$ cat config.mk
export PLATFORM = sky130hd
export DESIGN_NAME = ram_stream_reader_flat
export DESIGN_NICKNAME = d
export VERILOG_FILES = /design/src/rtl/ram_stream_reader_if.sv /design/src/rtl/ram_stream_reader.sv /design/src/flat_wrapper.sv
export SDC_FILE = /design/constraint.sdc
export NUM_CORES = 1
export LEC_CHECK = 0
export BUFFER_PORTS_ARGS = -buffer_cell sky130_fd_sc_hd__buf_2
export CORE_MARGIN = 2
export CORE_UTILIZATION = 40
export CTS_CLUSTER_SIZE = 25
export DETAILED_ROUTE_END_ITERATION = 10
export SYNTH_ARGS = -nofsm -noshare
export SYNTH_HDL_FRONTEND = slang
export SYNTH_SLANG_ARGS = --single-unit
export TNS_END_PERCENT = 10
$ cat constraint.sdc
create_clock -name clk -period 4.5 [get_ports clk]
set_input_delay 0.9 -clock clk [delete_from_list [all_inputs] [get_ports clk]]
set_output_delay 0.9 -clock clk [all_outputs]
set_load 0.01 [all_outputs]
$ cat src/rtl/ram_stream_reader_if.sv
// Valid/ready stream carrying RAM words from ram_stream_reader to a consumer.
//   out_data  : stream word (master -> slave)
//   out_valid : word present (master -> slave)
//   out_ready : consumer can accept (slave -> master)
interface ram_stream_reader_if #(
  parameter int DATA_WIDTH = 32
);
  logic [DATA_WIDTH-1:0] out_data;
  logic                  out_valid;
  logic                  out_ready;

  modport master (output out_data, output out_valid, input out_ready);
  modport slave  (input out_data, input out_valid, output out_ready);
endinterface

$ cat src/rtl/ram_stream_reader.sv
// Sweeps the address window [base_addr, base_addr+length) of a registered-read
// dual-port RAM and presents the returned words, in address order, as a
// valid/ready stream. A 4-entry FIFO plus credit accounting over the 2-deep
// read pipeline absorbs arbitrary backpressure without loss or duplication.
// Ports:
//   clk, rst_n   : clock, synchronous active-low reset
//   start        : begin a sweep (sampled only while idle)
//   base_addr    : first address, length : word count 0..DEPTH
//   busy, done   : sweep in progress / one-cycle completion pulse
//   read_address : registered address to the RAM read port
//   ram_data     : RAM data_out (valid one clock after read_address)
//   stream       : out_data / out_valid / out_ready stream master
module ram_stream_reader #(
  parameter int DATA_WIDTH    = 32,
  parameter int ADDRESS_WIDTH = 10,
  parameter int DEPTH         = 1024
) (
  input  logic                     clk,
  input  logic                     rst_n,
  input  logic                     start,
  input  logic [ADDRESS_WIDTH-1:0] base_addr,
  input  logic [ADDRESS_WIDTH:0]   length,
  output logic                     busy,
  output logic                     done,
  output logic [ADDRESS_WIDTH-1:0] read_address,
  input  logic [DATA_WIDTH-1:0]    ram_data,
  ram_stream_reader_if.master      stream
);

  typedef enum logic [1:0] {IDLE, RUN, DONE} state_t;

  state_t                 state;
  logic [ADDRESS_WIDTH:0] length_q;
  logic [ADDRESS_WIDTH:0] issued;
  logic [ADDRESS_WIDTH:0] accepted;
  logic                   p1;
  logic                   p2;
  logic [DATA_WIDTH-1:0]  fifo_mem [4];
  logic [1:0]             wr_ptr;
  logic [1:0]             rd_ptr;
  logic [2:0]             fifo_count;
  logic [3:0]             credit;
  logic                   issue;
  logic                   push;
  logic                   pop;
  logic [ADDRESS_WIDTH-1:0] next_address;

  // Words already buffered plus words still in flight must fit the FIFO.
  always_comb begin
    credit = 4'(fifo_count) + 4'(p1) + 4'(p2);
    issue  = (state == RUN) && (issued < length_q) && (credit < 4'd4);
    push   = p2;
    pop    = stream.out_valid && stream.out_ready;
    next_address = (read_address == ADDRESS_WIDTH'(DEPTH - 1)) ? '0
                                                                : read_address + 1'b1;
  end

  assign stream.out_valid = (fifo_count != 3'd0);
  assign stream.out_data  = fifo_mem[rd_ptr];

  always_ff @(posedge clk) begin
    if (!rst_n) begin
      state        <= IDLE;
      busy         <= 1'b0;
      done         <= 1'b0;
      read_address <= '0;
      length_q     <= '0;
      issued       <= '0;
      accepted     <= '0;
      p1           <= 1'b0;
      p2           <= 1'b0;
      wr_ptr       <= '0;
      rd_ptr       <= '0;
      fifo_count   <= '0;
      for (int unsigned i = 0; i < 4; i++) fifo_mem[i] <= '0;
    end else begin
      done <= 1'b0;
      p1   <= 1'b0;
      p2   <= p1;

      case (state)
        IDLE: begin
          if (start) begin
            length_q <= length;
            accepted <= '0;
            if (length == '0) begin
              issued <= '0;
              state  <= DONE;
              done   <= 1'b1;
            end else begin
              // The first read is issued on the start edge itself so that the
              // first word is streaming two edges later.
              read_address <= base_addr;
              issued       <= {{ADDRESS_WIDTH{1'b0}}, 1'b1};
              p1           <= 1'b1;
              busy         <= 1'b1;
              state        <= RUN;
            end
          end
        end
        RUN: begin
          if (issue) begin
            read_address <= next_address;
            issued       <= issued + 1'b1;
            p1           <= 1'b1;
          end
          if (pop) begin
            accepted <= accepted + 1'b1;
            if (accepted + 1'b1 == length_q) begin
              busy  <= 1'b0;
              done  <= 1'b1;
              state <= DONE;
            end
          end
        end
        DONE: state <= IDLE;
        default: state <= IDLE;
      endcase

      if (push) begin
        fifo_mem[wr_ptr] <= ram_data;
        wr_ptr           <= wr_ptr + 1'b1;
      end
      if (pop) rd_ptr <= rd_ptr + 1'b1;
      case ({push, pop})
        2'b10:   fifo_count <= fifo_count + 1'b1;
        2'b01:   fifo_count <= fifo_count - 1'b1;
        default: fifo_count <= fifo_count;
      endcase
    end
  end

endmodule

$ cat src/flat_wrapper.sv
// flat-port wrapper written by rule: the top's interface ports become plain ports
module ram_stream_reader_flat 
#(
  parameter int DATA_WIDTH    = 32,
  parameter int ADDRESS_WIDTH = 10,
  parameter int DEPTH         = 1024
)
  (clk, rst_n, start, base_addr, length, busy, done, read_address, ram_data, stream_out_data, stream_out_valid, stream_out_ready);
  ram_stream_reader_if #(.DATA_WIDTH(DATA_WIDTH)) stream_i ();
  input  logic clk;
  input  logic rst_n;
  input  logic start;
  input  logic [ADDRESS_WIDTH-1:0] base_addr;
  input  logic [ADDRESS_WIDTH:0] length;
  output logic busy;
  output logic done;
  output logic [ADDRESS_WIDTH-1:0] read_address;
  input  logic [DATA_WIDTH-1:0] ram_data;
  output wire logic [$bits(stream_i.out_data)-1:0] stream_out_data;
  output wire logic [$bits(stream_i.out_valid)-1:0] stream_out_valid;
  input wire logic [$bits(stream_i.out_ready)-1:0] stream_out_ready;
  assign stream_out_data = stream_i.out_data;
  assign stream_out_valid = stream_i.out_valid;
  assign stream_i.out_ready = stream_out_ready;
  ram_stream_reader #(.DATA_WIDTH(DATA_WIDTH), .ADDRESS_WIDTH(ADDRESS_WIDTH), .DEPTH(DEPTH)) u_core (.clk(clk), .rst_n(rst_n), .start(start), .base_addr(base_addr), .length(length), .busy(busy), .done(done), .read_address(read_address), .ram_data(ram_data), .stream(stream_i));
endmodule
After elaboration in Yosys (flattened, before gate mapping)
Memories as Yosys holds them, arrays and structs flattened. A register that Yosys moved wholly into a read port is not among the register bits.
Index checks and enable logic that the tools add are counted.
{"block": "classes", "shifts": 0, "muxes": 41, "eq_ne": 10, "n_bitwise": 0, "mul": 0, "div": 0, "addsub": 9, "n_reduce_logical": 15, "order_cmp": 2}
{"operator": "$mux 11", "count": 4}
{"operator": "$pmux 11 s2", "count": 2}
{"operator": "$mux 10", "count": 4}
{"operator": "$mux 32", "count": 1}
{"operator": "$reduce_or 32->1", "count": 1}
{"operator": "$add 11x1->11 const B", "count": 2}
{"operator": "$pmux 10 s2", "count": 1}
{"operator": "$mux 1", "count": 17}
{"operator": "$mux 2", "count": 7}
{"operator": "$eq 11x11->1", "count": 1}
{"operator": "$logic_not 11->1", "count": 1}
{"operator": "$lt 11x11->1", "count": 1}
{"operator": "$add 10x1->10 const B", "count": 1}
{"operator": "$eq 10x10->1 const B", "count": 1}
{"operator": "$reduce_and 3->1", "count": 3}
{"operator": "$ne 2x2->1 const B", "count": 3}
{"operator": "$pmux 1 s2", "count": 3}
{"operator": "$pmux 3 s2", "count": 1}
{"operator": "$reduce_and 5->1", "count": 1}
{"operator": "$add 2x1->2 const B", "count": 2}
{"operator": "$add 3x1->4", "count": 1}
{"operator": "$add 4x1->4", "count": 1}
{"operator": "$eq 2x1->1 const B", "count": 2}
{"operator": "$lt 4x3->1 const B", "count": 1}
{"operator": "other kinds (11)", "count": 15}
{"block": "word_totals", "mem_bits_rw": 128, "inputBits": 57, "memories": 1, "latchBits": 0, "romBits": 0, "register_bits": 56, "out_inout_bits": 45, "elab_cells": 90}
{"name": "u_core.fifo_mem", "depth": 4, "word_bits": 32, "rd": 1, "rd_ports_with_merged_regs": 1, "wr": 4, "line_no": "ram_stream_reader.sv:38", "rtl": "logic [DATA_WIDTH-1:0] fifo_mem [4];"}

Longest topological paths before layout
Gate-level depths: netlist (run 1).
{"block": "depth", "word_depth": 6, "mapped_depth": 9, "depth_no_buf": 8}

Least setup slack after synthesis (run 1)
OpenSTA, ideal clock, no wires.
{"block": "synth_path", "path_kind": "flip-flop to flip-flop", "from": "reg u_core.wr_ptr[0]", "to": "mem u_core.fifo_mem[2][0], enable pin", "n_path_buf": 1, "path_slack_ns": 1.124, "setup_time_ns": 0.466, "t_arrival_ns": 2.910, "period_less_slack_ns": 3.376, "stages_incl_launch_ff": 4, "required_ns": 4.034, "cell_sequence": "dfxtp_1 -> nand2b_1 -> clkbuf_1 -> o21ai_0"}
{"element": "start: declaration", "line_no": "ram_stream_reader.sv:39", "rtl": "logic [1:0] wr_ptr;"}
{"element": "start signal: assignment", "line_no": "ram_stream_reader.sv:122", "rtl": "wr_ptr <= wr_ptr + 1'b1;"}
{"element": "end: declaration", "line_no": "ram_stream_reader.sv:38"}

==> metrics, run 1 <==
outcome=complete, no violations; post-synthesis cell area=8710 sq um; final setup TNS=0 ns; post-synthesis sequential area ratio=0.574; critical path's slowest cell=dfxtp_2; row cnt=53; CTS tree=built; Synth area leaders=edfxtp_1 44%, dfxtp_1 13%, mux4_2 8.3%, nor2_1 4.4%, nand2_1 3.7%; r2r setup slk=2.05 ns; final core utilization=0.477; Tot Pwr=4.28 mW; final setup vio count=0; Post-Layout Cell Count=1140; Post-synth EDFFs=128; CTS Root Cell=clkbuf_16; clk buf depth=2; critical path type=flop to output pin; Pins Over Slew Limit=0; Slew HR=0.354; 1st-pass router iterations=5; Routed WL=19.1 mm; Yosys top cell area share=0.441; # H-tree levels=4; CP endpoint kind=output pin; CP Launch Type=flop; area post-placement=9490 sq um; Clock Latency Late Sink=0.44 ns; power share of the clock group=0.361; leakage=3.93 nW; Netlist cell types=71; Worst-path clk slew=0.07 ns; Net Sw Frac=0.284; number of antenna-violating nets in the routed design=0; Post-Synth Simple-Gate Area=0.161; xor-xnor portion of the synthesized cell area=0.0241; Buf/Inv on CP=2; GRT overflow=0; cell area after layout=10100 sq um; Fill cells=1953; Gate power share=0.166; ys async rst share=0; crit path max fanout=20; register area=5010 sq um; Chip Width=152 um; Fmax=0.314 GHz; Initial Util=0.411; CP Data Required Time=3.60 ns; Synth Flop Type=edfxtp_1; Residual DRC=0; vias in the first global route=5842; post-synthesis sequential element count=186; unrepaired setup endpoints after global routing=no; setup ws final=1.31 ns; dpl cells=1107; HPWL Detailed=12.1 mm; Ports=102; layout cells sized above 1=0.236; GRT Util Overall=0.176; core area=21200 sq um; antenna violations before repair=1; hold crit path type=flop to flop; dpl ws=1.30 ns; Final Skew=0.0115 ns; switching power=1.22 mW; final worst-path cycle share=0.708; cell accounting for the most synthesized area=edfxtp_1; Syn Nets=831; adder-cell share of the synthesized area=0.0238; Compound-Gate Fraction of Synth Area=0.0916; pin count of the biggest net entering global routing=40; post-cts resize count=0; Worst Tran Pin Value=0.969 ns; Final #Nets=924; gpl congestion=0.772; die area=23000 sq um; mux cell area share after synthesis=0.0827; largest family of logic cells by synthesized area=simple AND/OR/NAND/NOR gates; Pwr per Cell Area=423 nW/um^2; Fin Hold WS=0.462 ns; CP top delay family=flip-flops; Sink Count=186; via count=5984; CP cell instances=buf_4, mux4_2, buf_2; Max VDD drop=0.000330 V; Tmin final=3.19 ns; Mapped Cells=758; Int Power=3.06 mW; CP max stage delay=0.81 ns; Ys Warns=0; Hold Vio Cnt, Final=0; sequential power share=0.473; first-pass GRT wire length=30.5 mm; chip height=152 um; Area Overhead vs Synth=16.1%; routed vias/inst=5.25; area of the multi-input gates=3370 sq um; WL per Instance=16.8 um; crit path DAT=2.29 ns; total CTS buffers=17; post-CTS setup buffer count=0; Syn Area/Cell=11.5 sq um; hold_buf cts=0; max capacitance violation total=0; port buffer count=101; DR iter-0 viols=315
-- routing by layer --
metal | track usage | vias up | share of wire
met4 | 0.0551 | 0 | 0.014
met5 | 0 | - | 0
met1 | 0.233 | 2897 | 0.44
met2 | 0.291 | 159 | 0.48
li1 | - | 2910 | -
met3 | 0.0362 | 18 | 0.061
-- registers in the layout, indices dropped and copies added (netlist names), named ones only --
signal	flops
u_core.wr_ptr	2
u_core.accepted	11
u_core.length_q	11
u_core.fifo_count	3
u_core.busy	1
u_core.done	1
u_core.state	2
u_core.p2	1
u_core.p1	1
u_core.rd_ptr	2
u_core.issued	11
u_core.fifo_mem	128
u_core.read_address	10
-- power groups by stage --
stage          logic [mW]  registers, mW  clock network (mW)
2_1_floorplan       0.526           2.01                   0
4_1_cts             0.723           2.03                1.58
3_3_place_gp        0.716           2.07                   0
6_report            0.709           2.02                1.54
5_1_grt             0.788           2.04                1.65
3_5_place_dp        0.722           2.07                   0
-- cell usage after synthesis, drive strengths merged (4+ instances only) --
cell	number
and2	42
dfxtp	58
nand4	4
o2111ai	5
nor3	4
nor2	101
clkbuf	26
buf	10
o21ai	18
xor2	13
xnor2	11
a31oi	6
nand3	19
nand2	86
nand2b	5
mux4	32
edfxtp	128
nand3b	4
ha	15
a21oi	48
o31ai	10
or3	4
nor4	6
and3	10
inv	51
-- final timing paths --
kind	to	depth (start not counted)	startpoint
setup reg to reg	u_core.read_address[9]	6	u_core.state[0]
hold reg to reg	u_core.p2	1	u_core.p1
hold / removal	u_core.p2	1	u_core.p1
setup / recovery	stream_out_data[6]	3	flop
-- layout make-up --
| class | instances | share of cell area |
|---|---|---|
| antenna | 1 | 0.000247 |
| timing repair buffer | 111 | 0.0574 |
| clock inverter | 15 | 0.0192 |
| clock buffer | 17 | 0.0421 |
| inverter | 51 | 0.0189 |
| tap | 275 | 0.0340 |
| sequential | 186 | 0.495 |
| multi-input combinational | 484 | 0.333 |
-- placed cells by master (no fill, tap or decap), drive strengths merged, types with 2 or more instances in the layout --
cell     Yosys  layout
edfxtp     128     128
buf         10     111
nor2       101     101
nand2       86      86
inv         51      59
dfxtp       58      58
a21oi       48      48
and2        42      42
mux4        32      32
nand3       19      19
o21ai       18      18
clkbuf      26      17
ha          15      15
xor2        13      13
xnor2       11      11
o31ai       10      10
and3        10      10
nor4         6       6
a31oi        6       6
o2111ai      5       5
clkinv       0       5
nand2b       5       5
nor3         4       4
nand4        4       4
nand3b       4       4
or3          4       4
a211oi       3       3
a31o         3       3
o211ai       3       3
o21a         2       2
or4          2       2
a32oi        2       2
o311ai       2       2
a311oi       2       2
and4         2       2
-- kinds of logic after synthesis --
group | count (synthesis)
and+or+nand+nor | 295
DFF | 186
AOI/OAI and AO/OA | 117
buffers and inverters | 88
muxes | 32
xor gates and xnor gates | 24
adders and majority gates | 16
(Power assumes the default switching activity.)
==> run 2, diff against run 1 <==
Clock period 4.5 ns to 3.15 ns, I/O delays scaled along.
==> metrics, run 2 (synthesis results as in run 1) <==
sequential power share=0.460; core area=21200 sq um; Clock Latency Late Sink=0.44 ns; vias in the first global route=5905; outcome=complete, no violations; total CTS buffers=17; Routed WL=19.6 mm; critical path type=flop to output pin; CP endpoint kind=output pin; number of antenna-violating nets in the routed design=0; CP top delay family=multiplexers; chip height=152 um; final setup vio count=0; antenna violations before repair=0; Sink Count=186; GRT overflow=0; Fill cells=1953; WL per Instance=17.1 um; port buffer count=101; critical path's slowest cell=mux4_2; layout cells sized above 1=0.239; CP max stage delay=0.57 ns; clk buf depth=2; power share of the clock group=0.362; first-pass GRT wire length=30.8 mm; post-cts resize count=0; register area=5010 sq um; Ports=102; Fin Hold WS=0.438 ns; hold crit path type=input pin to flop; post-CTS setup buffer count=0; Chip Width=152 um; 1st-pass router iterations=4; WHS Endpoint=u_core.length_q[6]; Max VDD drop=0.000372 V; Final Skew=0.0107 ns; final core utilization=0.479; DR iter-0 viols=356; CP Launch Type=flop; Worst Tran Pin Value=0.836 ns; switching power=1.81 mW; Residual DRC=0; hold_buf cts=0; max reg flops=128; Pins Over Slew Limit=0; Net Sw Frac=0.294; CP Data Required Time=2.52 ns; number of cells on the worst reg-to-reg path=8; final worst-path cycle share=0.770; Hold Vio Cnt, Final=0; # diodes=0; CP cell instances=buf_12, mux4_2, buf_2; GRT Util Overall=0.176; setup ws final=0.723 ns; area of the multi-input gates=3370 sq um; FF-to-FF End=u_core.issued[5]; HPWL Detailed=12.7 mm; die area=23000 sq um; max capacitance violation total=0; pin count of the biggest net entering global routing=39; Worst-path clk slew=0.08 ns; Pwr per Cell Area=604 nW/um^2; Int Power=4.34 mW; Tmin final=2.43 ns; crit path max fanout=32; # H-tree levels=4; RR Startpoint=u_core.length_q[2]; leakage=3.96 nW; Area Overhead vs Synth=16.7%; hold_sp=length[6]; CTS Root Cell=clkbuf_16; final setup TNS=0 ns; Top reg by flops=u_core.fifo_mem; Fmax=0.412 GHz; dpl ws=0.775 ns; CTS tree=built; routed vias/inst=5.23; commonest non-fill, non-tap cell in the layout=edfxtp_1; gpl congestion=0.794; Buf/Inv on CP=2; Slew HR=0.443; most frequent cells in the layout=128 x edfxtp_1, 101 x buf_2, 100 x nor2_1; r2r setup slk=0.76 ns; Gate power share=0.178; Initial Util=0.411; crit path DAT=1.80 ns; via count=5988; row cnt=53; unrepaired setup endpoints after global routing=no; Final #Nets=929; WHS Path Cells=3
run 2: cell count changes in the layout (fill, tap and decap cells not counted), sizes merged:
cell	previous run	this run
buf	111	116
bufinv	1	0
clkinvlp	1	0
diode	1	0
inv	59	61
run 2: layout make-up:
cell class / count / share of cell area
Multi-Input combinational cell: 484 / 0.331
Inverter: 51 / 0.0188
Clock buffer: 17 / 0.0418
Sequential cell: 186 / 0.492
Timing Repair Buffer: 116 / 0.0620
Tap cell: 275 / 0.0338
Clock inverter: 15 / 0.0198
run 2: worst register-to-register path: cells and delay by family, from the launching register on:
| family | cells | cell delay (ns) |
|---|---|---|
| AOI/OAI and AO/OA | 5 | 1.00 |
| adders and majority gates | 1 | 0.29 |
| buffers and inverters | 1 | 0.07 |
| DFF | 1 | 0.41 |
| and+or+nand+nor | 1 | 0.56 |
run 2: per-stage QoR:
step | power, mW | instance area [sq um] | instances
5_1_grt | 6.42 | 10200 | 1144
3_5_place_dp | 4.00 | 9540 | 1112
6_report | 6.15 | 10200 | 1144
2_1_floorplan | 3.61 | 8710 | 758
3_3_place_gp | 3.99 | 9540 | 1112
4_1_cts | 6.22 | 10200 | 1144
run 2: metal layers:
| metal | GRT usage | share of wire | up-vias | routed length, um |
|---|---|---|---|---|
| met5 | 0 | 0 | - | 0 |
| met4 | 0.0532 | 0.011 | 0 | 223 |
| met3 | 0.0320 | 0.048 | 15 | 933 |
| met2 | 0.296 | 0.48 | 147 | 9470 |
| met1 | 0.233 | 0.46 | 2891 | 8940 |
| li1 | - | - | 2935 | - |
run 2: worst max path at each step:
stage / from / to / slack, ns / cells past startpoint
finish: flop / stream_out_data[7] / 0.72 / 3
global route: u_core.length_q[2] / u_core.issued[5] / 0.62 / 8
CTS: flop / stream_out_data[7] / 0.68 / 3
detailed placement: stream_out_ready / u_core.fifo_count[2] / 0.78 / 8
global placement: u_core.length_q[2] / u_core.issued[7] / 0.84 / 8
floorplan: u_core.wr_ptr[0] / u_core.fifo_mem[1][0] / -0.09 / 2
run 2: power groups by stage:
stage	sequential (mW)	clock [mW]	combinational (mW)
3_3_place_gp	2.88	0	1.11
3_5_place_dp	2.88	0	1.12
5_1_grt	2.85	2.36	1.21
4_1_cts	2.83	2.27	1.12
6_report	2.83	2.22	1.09
2_1_floorplan	2.86	0	0.751
==> run 3, diff against run 2 <==
Clock period 3.15 ns to 2.4 ns, I/O delays scaled along.
==> metrics, run 3 (synthesis results as in run 1) <==
cell area after layout=10200 sq um; number of antenna-violating nets in the routed design=0; Residual DRC=0; gpl congestion=0.826; Routed WL=19.8 mm; max capacitance violation total=0; critical path's slowest cell=mux4_2; routed vias/inst=5.20; Final Skew=0.00949 ns; core area=21200 sq um; HPWL Detailed=12.8 mm; Initial Util=0.411; CP cell instances=buf_4, mux4_2, buf_2; crit path max fanout=16; Final #Nets=942; layout cells sized above 1=0.251; Fill cells=1970; via count=6011; Hold Vio Cnt, Final=0; most frequent cells in the layout=128 x edfxtp_1, 101 x buf_2, 100 x nor2_1; outcome=complete, no violations; vias in the first global route=5929; # diodes=0; clk buf depth=2; unrepaired setup endpoints after global routing=yes; post-cts resize count=0; setup ws final=0.0768 ns; Pwr per Cell Area=775 nW/um^2; Area Overhead vs Synth=17.4%; commonest non-fill, non-tap cell in the layout=edfxtp_1; critical path type=flop to output pin; CP top delay family=multiplexers; DR iter-0 viols=418; Pins Over Slew Limit=0; Post-Layout Cell Count=1157; Clock Latency Late Sink=0.43 ns; area of the multi-input gates=3370 sq um; Tmin final=2.32 ns; chip height=152 um; Max VDD drop=0.000450 V; GRT overflow=0; Ports=102; CP Launch Type=flop; die area=23000 sq um; WL per Instance=17.1 um; crit path DAT=1.84 ns; CP endpoint kind=output pin; total CTS buffers=17; CP Data Required Time=1.92 ns; row cnt=53; CTS tree=built; final setup vio count=0; port buffer count=101; 1st-pass router iterations=5; leakage=4.01 nW; hold_buf cts=0; pin count of the biggest net entering global routing=39; Worst-path clk slew=0.07 ns; area post-placement=9650 sq um; Tot Pwr=7.93 mW; CTS Root Cell=clkbuf_16; register area=5010 sq um; Slew HR=0.528; antenna violations before repair=0; Sink Count=186; Buf/Inv on CP=2; dpl ws=0.156 ns; CP max stage delay=0.57 ns; Fmax=0.430 GHz; # H-tree levels=4; GRT Util Overall=0.179; max reg flops=128; dpl cells=1125; post-CTS setup buffer count=0; Top reg by flops=u_core.fifo_mem; first-pass GRT wire length=31.1 mm; final worst-path cycle share=0.968; Worst Tran Pin Value=0.706 ns; Chip Width=152 um; hold crit path type=input pin to flop
-- run 3: cell types whose count changed in the layout (fill, tap and decap cells not counted), sizes merged --
cell / before / now
buf: 116 / 129
clkinvlp: 0 / 2
inv: 61 / 59
-- run 3: path summary, 6_finish.rpt --
path / start / endpoint / slack, ns / depth (start not counted)
worst max-delay path: flop / stream_out_data[16] / 0.08 / 3
worst min-delay path: length[3] / u_core.length_q[3] / 0.29 / 3
worst max register to register: u_core.accepted[0] / u_core.state[0] / 0.15 / 7
worst min register to register: u_core.p1 / u_core.p2 / 0.46 / 1
-- run 3: cell type report --
| class | count | share of cell area |
|---|---|---|
| Clock buffer | 17 | 0.0416 |
| Timing Repair Buffer | 129 | 0.0724 |
| Sequential cell | 186 | 0.489 |
| Clock inverter | 15 | 0.0150 |
| Tap cell | 275 | 0.0336 |
| Inverter | 51 | 0.0187 |
| Multi-Input combinational cell | 484 | 0.329 |
-- run 3: tightest hold or removal path, cell delays in order --
cell	delay, ns
buf_2	0.10
nand2_1	0.05
a21oi_1	0.05
-- run 3: metrics by stage --
stage / TNS, ns / hold slack, ns / utilization
floorplan: 0 / 0.430 / -
global placement: 0 / 0.449 / 0.455
detailed placement: 0 / 0.456 / 0.455
CTS: 0 / 0.270 / 0.482
global route: -0.0425 / 0.277 / 0.482
finish: 0 / 0.294 / 0.482
-- run 3: power breakdown --
| group | internal (mW) | switching (mW) | leakage, nW |
|---|---|---|---|
| clock network | 1.39 | 1.34 | 0.281 |
| logic | 0.684 | 0.811 | 1.94 |
| registers | 3.60 | 0.105 | 1.80 |
-- run 3: metal layers --
| metal | wire length (um) | up-vias | GRT usage |
|---|---|---|---|
| met3 | 989 | 18 | 0.0332 |
| met4 | 280 | 0 | 0.0648 |
| met1 | 8880 | 2895 | 0.239 |
| met2 | 9640 | 156 | 0.295 |
| li1 | - | 2942 | - |
| met5 | 0 | - | 0 |
